### src/rtl/fpu_pkg.sv
// fpu_pkg: operation encodings, FSM states, exponent bias, special results and flag positions for the FP unit
package fpu_pkg;
    localparam logic [1:0] FPU_ADD = 2'b00;
    localparam logic [1:0] FPU_MUL = 2'b01;
    localparam logic [1:0] FPU_SUB = 2'b10;
    localparam logic [1:0] FPU_RSV = 2'b11;
    typedef logic [2:0] state_t;
    localparam state_t S_IDLE   = 3'd0;
    localparam state_t S_UNPACK = 3'd1;
    localparam state_t S_ALIGN  = 3'd2;
    localparam state_t S_MUL    = 3'd3;
    localparam state_t S_NORM   = 3'd4;
    localparam state_t S_PACK   = 3'd5;
    localparam state_t S_DONE   = 3'd6;
    localparam int FP_BIAS = 127;
    localparam logic [31:0] FP_NAN = 32'h7FC0_0000;
    localparam logic [31:0] FP_INF = 32'h7F80_0000;
    localparam int FLAG_N = 3;
    localparam int FLAG_Z = 2;
    localparam int FLAG_C = 1;
    localparam int FLAG_V = 0;
endpackage

### src/rtl/fpu_unpack.sv
// fpu_unpack: splits an IEEE-754 single into sign, exponent and mantissa, flagging zero and inf/NaN exponents
module fpu_unpack #(
    parameter int MANT_W = 23,
    parameter int EXP_W  = 8
) (
    input  logic [MANT_W+EXP_W:0] x,
    output logic                  sign,
    output logic [EXP_W-1:0]      ex,
    output logic [MANT_W:0]       mant,
    output logic                  zero,
    output logic                  special
);
    assign sign    = x[MANT_W+EXP_W];
    assign ex      = x[MANT_W+EXP_W-1:MANT_W];
    assign zero    = ex == '0;
    assign special = &ex;
    assign mant    = {!zero, x[MANT_W-1:0]};
endmodule

### src/rtl/fpu_seq.sv
// fpu_seq: multicycle single-precision FADD/FSUB/FMUL unit that stalls the datapath while an operation runs
module fpu_seq
    import fpu_pkg::*;
#(
    parameter int MANT_W = 23,
    parameter int EXP_W  = 8,
    parameter int BIAS   = FP_BIAS
) (
    input  logic        clk,
    input  logic        reset,
    input  logic        start,
    input  logic [1:0]  FPUControl,
    input  logic [31:0] SrcA,
    input  logic [31:0] SrcB,
    output logic [31:0] FPUResult,
    output logic [3:0]  FPUFlags,
    output logic        busy,
    output logic        done,
    output logic        stall
);
    localparam int MW = MANT_W + 1;
    localparam int GW = MANT_W + 3;
    localparam int XW = EXP_W + 2;
    localparam logic signed [XW-1:0] EMAX = XW'((1 << EXP_W) - 1);
    localparam logic signed [XW-1:0] EONE = XW'(1);
    localparam logic [3:0] V_ONLY = 4'(1 << FLAG_V);
    state_t state;
    logic [31:0] a_r, b_r, pre_res, res_nx;
    logic [1:0] op_r;
    logic [3:0] pre_flg, flg_nx;
    logic sa, sb, sbe, za, zb, xa, xb;
    logic [EXP_W-1:0] ea, eb, el, es, diff;
    logic [MANT_W:0] ma, mb, mae, mbe, ml, ms, kept;
    logic a_big, sl, ss, far, lost;
    logic [MW+GW-1:0] ext;
    logic [MW:0] sum, mant_r;
    logic sign_r, inex_r, pre_r;
    logic signed [XW-1:0] exp_r;
    logic [2*MW-1:0] prod_r, prod_nx;
    logic [4:0] cnt_r;
    fpu_unpack #(.MANT_W(MANT_W), .EXP_W(EXP_W)) u_a (.x(a_r), .sign(sa), .ex(ea), .mant(ma), .zero(za), .special(xa));
    fpu_unpack #(.MANT_W(MANT_W), .EXP_W(EXP_W)) u_b (.x(b_r), .sign(sb), .ex(eb), .mant(mb), .zero(zb), .special(xb));
    assign mae = za ? '0 : ma;
    assign mbe = zb ? '0 : mb;
    assign sbe = sb ^ (op_r == FPU_SUB);
    assign busy  = state != S_IDLE && state != S_DONE;
    assign done  = state == S_DONE;
    assign stall = busy | (start & (state == S_IDLE));
    // Larger magnitude goes first; bits shifted out of the smaller operand only feed the inexact flag
    always_comb begin
        a_big = {ea, mae} >= {eb, mbe};
        sl    = a_big ? sa : sbe;
        ss    = a_big ? sbe : sa;
        el    = a_big ? ea : eb;
        es    = a_big ? eb : ea;
        ml    = a_big ? mae : mbe;
        ms    = a_big ? mbe : mae;
        diff  = el - es;
        far   = diff >= EXP_W'(GW);
        ext   = {ms, {GW{1'b0}}} >> diff;
        kept  = far ? '0 : ext[MW+GW-1:GW];
        lost  = far ? |ms : |ext[GW-1:0];
        sum   = sl == ss ? {1'b0, ml} + {1'b0, kept} : {1'b0, ml} - {1'b0, kept};
    end
    assign prod_nx = prod_r + (mbe[cnt_r] ? ({{MW{1'b0}}, mae} << cnt_r) : '0);
    always_comb begin
        res_nx = {sign_r, exp_r[EXP_W-1:0], mant_r[MANT_W-1:0]};
        flg_nx = '0;
        flg_nx[FLAG_N] = sign_r;
        flg_nx[FLAG_C] = inex_r;
        if (pre_r) begin
            res_nx = pre_res;
            flg_nx = pre_flg;
        end else if (mant_r == '0) begin
            res_nx = '0;
            flg_nx[FLAG_Z] = 1'b1;
        end else if (exp_r >= EMAX) begin
            res_nx = FP_INF | {sign_r, 31'b0};
            flg_nx[FLAG_V] = 1'b1;
        end else if (exp_r < EONE) begin
            res_nx = {sign_r, 31'b0};
            flg_nx[FLAG_Z] = 1'b1;
            flg_nx[FLAG_C] = 1'b1;
        end
    end
    always_ff @(posedge clk) begin
        if (!reset) begin
            state     <= S_IDLE;
            FPUResult <= '0;
            FPUFlags  <= '0;
            a_r       <= '0;
            b_r       <= '0;
            op_r      <= FPU_ADD;
            sign_r    <= 1'b0;
            inex_r    <= 1'b0;
            pre_r     <= 1'b0;
            pre_res   <= '0;
            pre_flg   <= '0;
            exp_r     <= '0;
            mant_r    <= '0;
            prod_r    <= '0;
            cnt_r     <= '0;
        end else begin
            case (state)
                S_IDLE: if (start) begin
                    a_r   <= SrcA;
                    b_r   <= SrcB;
                    op_r  <= FPUControl;
                    state <= S_UNPACK;
                end
                S_UNPACK: begin
                    inex_r <= 1'b0;
                    pre_r  <= 1'b0;
                    prod_r <= '0;
                    cnt_r  <= '0;
                    if (xa | xb) begin
                        pre_r   <= 1'b1;
                        pre_res <= FP_NAN;
                        pre_flg <= V_ONLY;
                        state   <= S_PACK;
                    end else if (op_r == FPU_RSV) begin
                        pre_r   <= 1'b1;
                        pre_res <= '0;
                        pre_flg <= '0;
                        state   <= S_PACK;
                    end else if (op_r == FPU_MUL) begin
                        sign_r <= sa ^ sb;
                        exp_r  <= XW'(ea) + XW'(eb) - XW'(BIAS);
                        state  <= S_MUL;
                    end else begin
                        state <= S_ALIGN;
                    end
                end
                S_ALIGN: begin
                    sign_r <= sl;
                    exp_r  <= XW'(el);
                    mant_r <= sum;
                    inex_r <= lost;
                    state  <= S_NORM;
                end
                S_MUL: begin
                    prod_r <= prod_nx;
                    cnt_r  <= cnt_r + 1'b1;
                    if (cnt_r == 5'(MANT_W)) begin
                        mant_r <= prod_nx[2*MW-1:MANT_W];
                        inex_r <= |prod_nx[MANT_W-1:0];
                        state  <= S_NORM;
                    end
                end
                S_NORM: begin
                    if (mant_r == '0) begin
                        sign_r <= 1'b0;
                        state  <= S_PACK;
                    end else if (mant_r[MW]) begin
                        mant_r <= mant_r >> 1;
                        exp_r  <= exp_r + 1'b1;
                        inex_r <= inex_r | mant_r[0];
                        state  <= S_PACK;
                    end else if (mant_r[MANT_W]) begin
                        state <= S_PACK;
                    end else begin
                        mant_r <= mant_r << 1;
                        exp_r  <= exp_r - 1'b1;
                    end
                end
                S_PACK: begin
                    FPUResult <= res_nx;
                    FPUFlags  <= flg_nx;
                    state     <= S_DONE;
                end
                default: state <= S_IDLE;
            endcase
        end
    end
endmodule
### config.mk
export PLATFORM = sky130hd
export DESIGN_NAME = fpu_seq
export DESIGN_NICKNAME = d
export VERILOG_FILES = /design/src/rtl/fpu_pkg.sv /design/src/rtl/fpu_unpack.sv /design/src/rtl/fpu_seq.sv
export SDC_FILE = /design/constraint.sdc
export NUM_CORES = 1
export LEC_CHECK = 0
export CAP_MARGIN = 10
export CORE_MARGIN = 5
export CORE_UTILIZATION = 55
export CTS_CLUSTER_SIZE = 14
export DETAILED_ROUTE_END_ITERATION = 8
export GPL_TIMING_DRIVEN = 0
export PLACE_DENSITY = 0.75
export REMOVE_ABC_BUFFERS = 1
export SETUP_SLACK_MARGIN = 0.1
export SLEW_MARGIN = 20
export SYNTH_ARGS = -nofsm -noshare
export SYNTH_HDL_FRONTEND = slang
export SYNTH_SLANG_ARGS = --single-unit
export TNS_END_PERCENT = 10
### constraint.sdc
create_clock -name clk -period 10.7 [get_ports clk]
set_input_delay 2.14 -clock clk [delete_from_list [all_inputs] [get_ports clk]]
set_output_delay 2.14 -clock clk [all_outputs]
set_load 0.02 [all_outputs]
# --- Word level (Yosys, flattened, before mapping) ---
# Index checks and enable logic that the tools add are counted.
word_totals:
  in_bits: 69
  output_inout_bits: 39
  reg_bits: 232
op_classes:
  reduce_logical: 26
  eq_ne: 22
  muxes: 63
  bitwise_logic: 6
  addsub: 9
  order_cmp: 5
  shifts: 2
ops:
  columns: ["operator", "count"]
  rows:
  - ["24-bit 2-to-1 mux", 7]
  - ["32-bit 2-to-1 mux", 4]
  - ["48-bit case mux with 2 select lines", 1]
  - ["25-bit 2-to-1 mux", 3]
  - ["25-bit case mux with 3 select lines", 1]
  - ["31-bit 2-to-1 mux", 2]
  - ["10-bit 2-to-1 mux", 6]
  - ["50-bit by 8-bit right shift with 50-bit output", 1]
  - ["48-bit adder", 1]
  - ["48-bit 2-to-1 mux", 1]
  - ["24-bit by 5-bit left shift with 48-bit output", 1]
  - ["32-bit greater-or-equal comparator", 1]
  - ["10-bit case mux with 3 select lines", 1]
  - ["26-bit OR reduction", 1]
  - ["24-bit by 24-bit adder with 25-bit output", 1]
  - ["25-bit logical NOT", 1]
  - ["24-bit by 24-bit subtractor with 25-bit output", 1]
  - ["3-bit 2-to-1 mux", 8]
  - ["24-bit OR reduction", 1]
  - ["23-bit OR reduction", 1]
  - ["3-bit case mux with 6 select lines", 1]
  - ["1-bit 2-to-1 mux", 17]
  - ["8-bit logical NOT", 2]
  - ["8-bit 2-to-1 mux", 2]
  - ["41 further kinds", 67]

# --- Depth between registers and ports, before layout ---
depth:
  word_depth: 11
  mapped_depth: 46
  mapped_depth_nobuf: 39

# --- Cells and area by module ---
# A second synthesis with hierarchy kept.
hier_totals:
  cells_unflattened: 2729
  area_unflattened_um2: 19468.7
by_module_without_submodules:
  columns: ["module", "area_per_inst_um2", "cells_each", "seq_area_each_um2", "instances"]
  rows:
  - ["fpu_seq", 18910.6, 2651, 3943.8, 1]
  - ["fpu_unpack", 279.0, 39, 0.0, 2]

# --- Worst setup path before layout ---
# OpenSTA, ideal clock, no wires.
synth_path:
  path_type: "register to register"
  from: "register a_r[24]"
  to: "register mant_r[24]"
  slack_ps: 1422
  setup_time_ps: 133
  path_stages_with_launch: 45
  path_buffers: 8
  arrival_time_ps: 9145
  cell_sequence: "dfxtp_1 -> nor4_1 -> and2_1 -> buf_4 -> inv_1 -> clkbuf_1 -> clkbuf_1 -> buf_1 -> ha_1 -> a2111oi_0 -> o21ai_0 -> o22ai_1 -> o311a_1 -> buf_2 -> nand4_1 -> o21a_2 -> ha_1 -> or4_1 -> [9 not listed] -> nor2_1 -> xor2_1 -> ha_1 -> nor2b_1 -> o21ai_0 -> a21boi_0 -> o211ai_1 -> a21boi_0 -> o31ai_1 -> o211ai_1 -> nand3_1 -> a31o_2 -> nor2_1 -> a211oi_1 -> o32ai_1 -> a31o_2 -> a211oi_2 -> a31oi_1"
synth_via:
  elab_chain_len: 11
  word_cells_on_any_way: 23
  cone_classes: "add/sub (4); order compare (2); eq/ne (1); shift (2); mux (12); reduce/logical (2)"
synth_lines:
  columns: ["element", "line_no", "text"]
  rows:
  - ["start: declaration", "fpu_seq.sv:28", "logic [31:0] a_r, b_r, pre_res, res_nx;"]
  - ["start signal: assignment", "fpu_seq.sv:106", "a_r <= SrcA;"]
  - ["8-bit logical NOT", "fpu_unpack.sv:15", "assign zero = ex == '0;"]
  - ["1-bit logical NOT", "fpu_unpack.sv:17", "assign mant = {!zero, x[MANT_W-1:0]};"]
  - ["24-bit 2-to-1 mux", "fpu_seq.sv:43", "assign mae = za ? '0 : ma;"]
  - ["32-bit greater-or-equal comparator", "fpu_seq.sv:51", "a_big = {ea, mae} >= {eb, mbe};"]
  - ["8-bit 2-to-1 mux (on tied branches)", "fpu_seq.sv:54, fpu_seq.sv:55", null]
  - ["8-bit subtractor", "fpu_seq.sv:58", "diff = el - es;"]
  - ["50-bit by 8-bit right shift with 50-bit output or 8-bit by 5-bit greater-or-equal comparator with 1-bit output (tied branches)", "fpu_seq.sv:60, fpu_seq.sv:59", null]
  - ["24-bit 2-to-1 mux", "fpu_seq.sv:61", "kept = far ? '0 : ext[MW+GW-1:GW];"]
  - ["24-bit by 24-bit subtractor with 25-bit output or 24-bit by 24-bit adder with 25-bit output (tied branches)", "fpu_seq.sv:63", "sum = sl == ss ? {1'b0, ml} + {1'b0, kept} : {1'b0, ml} - {1'b0, kept};"]
  - ["25-bit 2-to-1 mux", "fpu_seq.sv:63", null]
  - ["25-bit case mux with 3 select lines (*)", "fpu_seq.sv:104", "case (state)"]
  - ["end signal: assignment", "fpu_seq.sv:137", "mant_r <= sum;"]
  - ["end signal: assignment", "fpu_seq.sv:145", "mant_r <= prod_nx[2*MW-1:MANT_W];"]
  - ["end signal: assignment", "fpu_seq.sv:155", "mant_r <= mant_r >> 1;"]
  - ["end: declaration", "fpu_seq.sv:36", "logic [MW:0] sum, mant_r;"]
# Every way passes the cells marked *; elsewhere a longest branch is shown, timed or not. The select of a mux whose other input is x is not followed.
# A chain may end at the register's enable or synchronous reset.

# --- Worst setup path after layout ---
layout_path:
  from: "register a_r[28]"
  to: "register mant_r[21]"
# Same word-level chain as after synthesis.

==> impl_metrics.yaml <==
power_and_ir_drop:
  ir_drop_uv: 178
  p_per_area_nw_per_um2: 298
  total_power_mw: 6.09
  leakagePower_nw: 7.98
worst_setup_path:
  r2r-start: "a_r[28]"
  cp_common_cell: "a21o_1"
  rr_endpoint: "mant_r[21]"
  criticalPathCategory: "reg -> reg"
  critPathSlowestCell: "or4_4"
  cpLargestDelayFamily: "compound AO/OA/AOI/OAI gates"
  required_ns: 11.07
  end_kind: "flop"
  path_buf_inv: 3
  cp_slowest_stage_delay_ns: 0.63
  critPathArrivalTime_ns: 10.53
  r2r_setup_slack_ns: 0.54
  critPathMaxFanout: 17
  startpoint_type: "flop"
  reg2reg_depth: 39
sta:
  fin_crit_sh: 0.950
  grt_setup_unrepaired: "no"
  finClkSkew_ns: 0.0180
  fmax_mhz: 98.4
  hold_violations: 0
  maxSlewViolCount: 0
  setup_violations: 0
  slew_headroom: 0.254
  min_period_ns: 10.16
  fin_setup_tns_ns: 0
  tightestPinTransition_ns: 1.11
cts:
  clock-root-buffer: "clkbuf_16"
  numCtsBuffers: 17
  cts_max_path_buffers: 2
  tritoncts: "built"
  clk_latency_ns: 0.47
  h-tree-depth: 4
  path_clk_slew_ns: 0.09
  cts_sinks: 197
placement:
  place_area_sq_um: 19600
  io_buffers: 107
  dp_hpwl_um: 46000
  gp_congestion: 0.967
logic_synthesis:
  synthMuxAreaShare: 0.0711
  synth.distinct_cells: 99
  synth-xor-area-share: 0.0412
  yosys.area_share.adder: 0.0919
  netlist_top_cells_area: "dfxtp_1, ha_1, a21oi_1, nand2_1, nor2_1"
  yosys.area_share.simple: 0.235
  yosys_warnings: 0
  async_flop_share: 0
  avgSynthCellArea_sq_um: 7.20
  yosysTopAreaCellShare: 0.216
  yosysSeqAreaShare: 0.216
  syn_area_sq_um: 18300
  synthFlopType: "dfxtp_1"
  synth_top_family_by_area: "compound AO/OA/AOI/OAI gates"
  synth_edf_count: 0
  synth_compound_area_frac: 0.289
  syn_inst: 2539
  synth-seq-cells: 197
  yosys.area.top_type: "dfxtp_1"
detailed_routing:
  drtIter0Drc: 2175
  via_count: 19523
  vias_per_cell: 6.55
  final_antenna_net_count: 0
  drt_pass1_iterations: 7
  wirelength_um: 61900
  route.detailed.drc: 0
  avgRoutedWirePerCell_um: 20.8
hold_path:
  hold_path_class: "reg -> reg"
  hp-start: "b_r[3]"
  min_to: "b_r[3]"
  min_delay_path_depth: 2
grt:
  grt_first_pass_wirelength_um: 96500
  grt_pass1_vias: 17754
  grtUsageTotal: 0.325
  grt_remaining_overflow: 0
  antenna_found_initial: 0
  grt_max_degree: 85
final_layout:
  n_antenna_cell: 0
  fillers: 3029
  drive_gt1_frac: 0.0713
  design_area_sq_um: 20400
  layout_commonest_cell: "nand2_1"
  nNetsFinal: 2729
  area_growth_pct: 11.8
  layout_common_cells: "nand2_1, a21oi_1, nor2_1"
status:
  status: "finished, final reports clean"
floorplan:
  die_w_um: 192
  die_h_um: 192
  rows: 66
  core_sq_um: 32700
  dieArea_sq_um: 37000
  start_util: 0.559
  ioPinCount: 108
job:
  maxCapViolCount: 0
cell families (layout without fill, tap and decap cells):
| kind of cell | Yosys count | count (layout) |
|---|---|---|
| compound gates | 829 | 829 |
| xor+xnor | 86 | 86 |
| fa+ha+maj | 132 | 132 |
| buf+inv | 258 | 257 |
| flops | 197 | 197 |
| mux | 99 | 99 |
| simple gates | 938 | 940 |
what timing repair did:
item                                    in CTS  in global routing
hold endpoints to repair                     0                  0
hold buffers                                 0                  0
pin swaps                                    2                  4
endpoints found under the setup margin      16                  7
gates resized for setup                     12                  7
setup buffers                                4                 10
gates cloned                                 3                  1
layer usage:
layer  up-vias  routed length [um]  global-route usage  part of all wire
met3       156                5570              0.0537             0.090
met4         0                2250               0.127             0.036
li1       9213                   -                   -                 -
met1      9175               26600               0.449              0.43
met5         -                   0                   0                 0
met2       979               27500               0.509              0.44
cell type report:
type / count / area (sq um) / share of cell area
multi-input combinational: 2086 / 13500 / 0.662
sequential: 197 / 3950 / 0.193
timing repair buffer: 138 / 1480 / 0.0723
tap: 442 / 553 / 0.0271
clock buffer: 18 / 439 / 0.0215
inverter: 86 / 338 / 0.0165
clock inverter: 13 / 144 / 0.00704
timing repair inverter: 2 / 12.5 / 0.000612
metrics by stage:
stage	hold WS (ns)	utilization	worst slack [ns]	cells
detailed placement	0.448	0.599	-1.44	2932
global route	0.472	0.625	0.136	2982
CTS	0.460	0.621	0.164	2970
global placement	0.441	0.587	-3.21	2916
finish	0.458	0.625	0.538	2982
floorplan	0.432	-	0.251	2367
where the power goes:
part           switching, mW  leakage (nW)  internal (mW)
Sequential             0.200          1.60          0.856
Clock                  0.344         0.284          0.317
Combinational           2.78          6.09           1.59
state kept, by name, indices dropped and copies added (netlist names):
signal,count
prod_r,48
pre_r,1
sign_r,1
b_r,32
state,3
pre_res,1
inex_r,1
FPUResult,32
cnt_r,5
op_r,2
FPUFlags,4
mant_r,25
a_r,32
exp_r,10
worst max-delay path by stage:
stage / start / endpoint / cells after the start
floorplan: b_r[27] / mant_r[24] / 32
global placement: b_r[24] / mant_r[24] / 33
detailed placement: a_r[28] / mant_r[24] / 35
CTS: b_r[24] / mant_r[24] / 37
global route: a_r[24] / mant_r[21] / 39
finish: a_r[28] / mant_r[21] / 39
cell usage after synthesis, types with 33 or more instances:
cell type,number
nor3_1,47
clkbuf_1,127
a22oi_1,56
a31oi_1,33
xnor2_1,61
inv_1,83
ha_1,128
nand3_1,73
o21ai_0,185
mux2i_1,59
a21o_1,36
nand2_1,347
dfxtp_1,197
a21oi_1,287
nor2_1,268
worst register-to-register path: cells and delay by family (launching register included):
kind	cells	cell delay (ns)
DFF	1	0.39
and+or+nand+nor	12	3.12
muxes	1	0.62
buffers and inverters	3	0.64
AOI/OAI and AO/OA	18	3.88
adders and majority gates	4	1.19
xor gates and xnor gates	1	0.22
No activity file was read; power rests on OpenSTA's default activity.
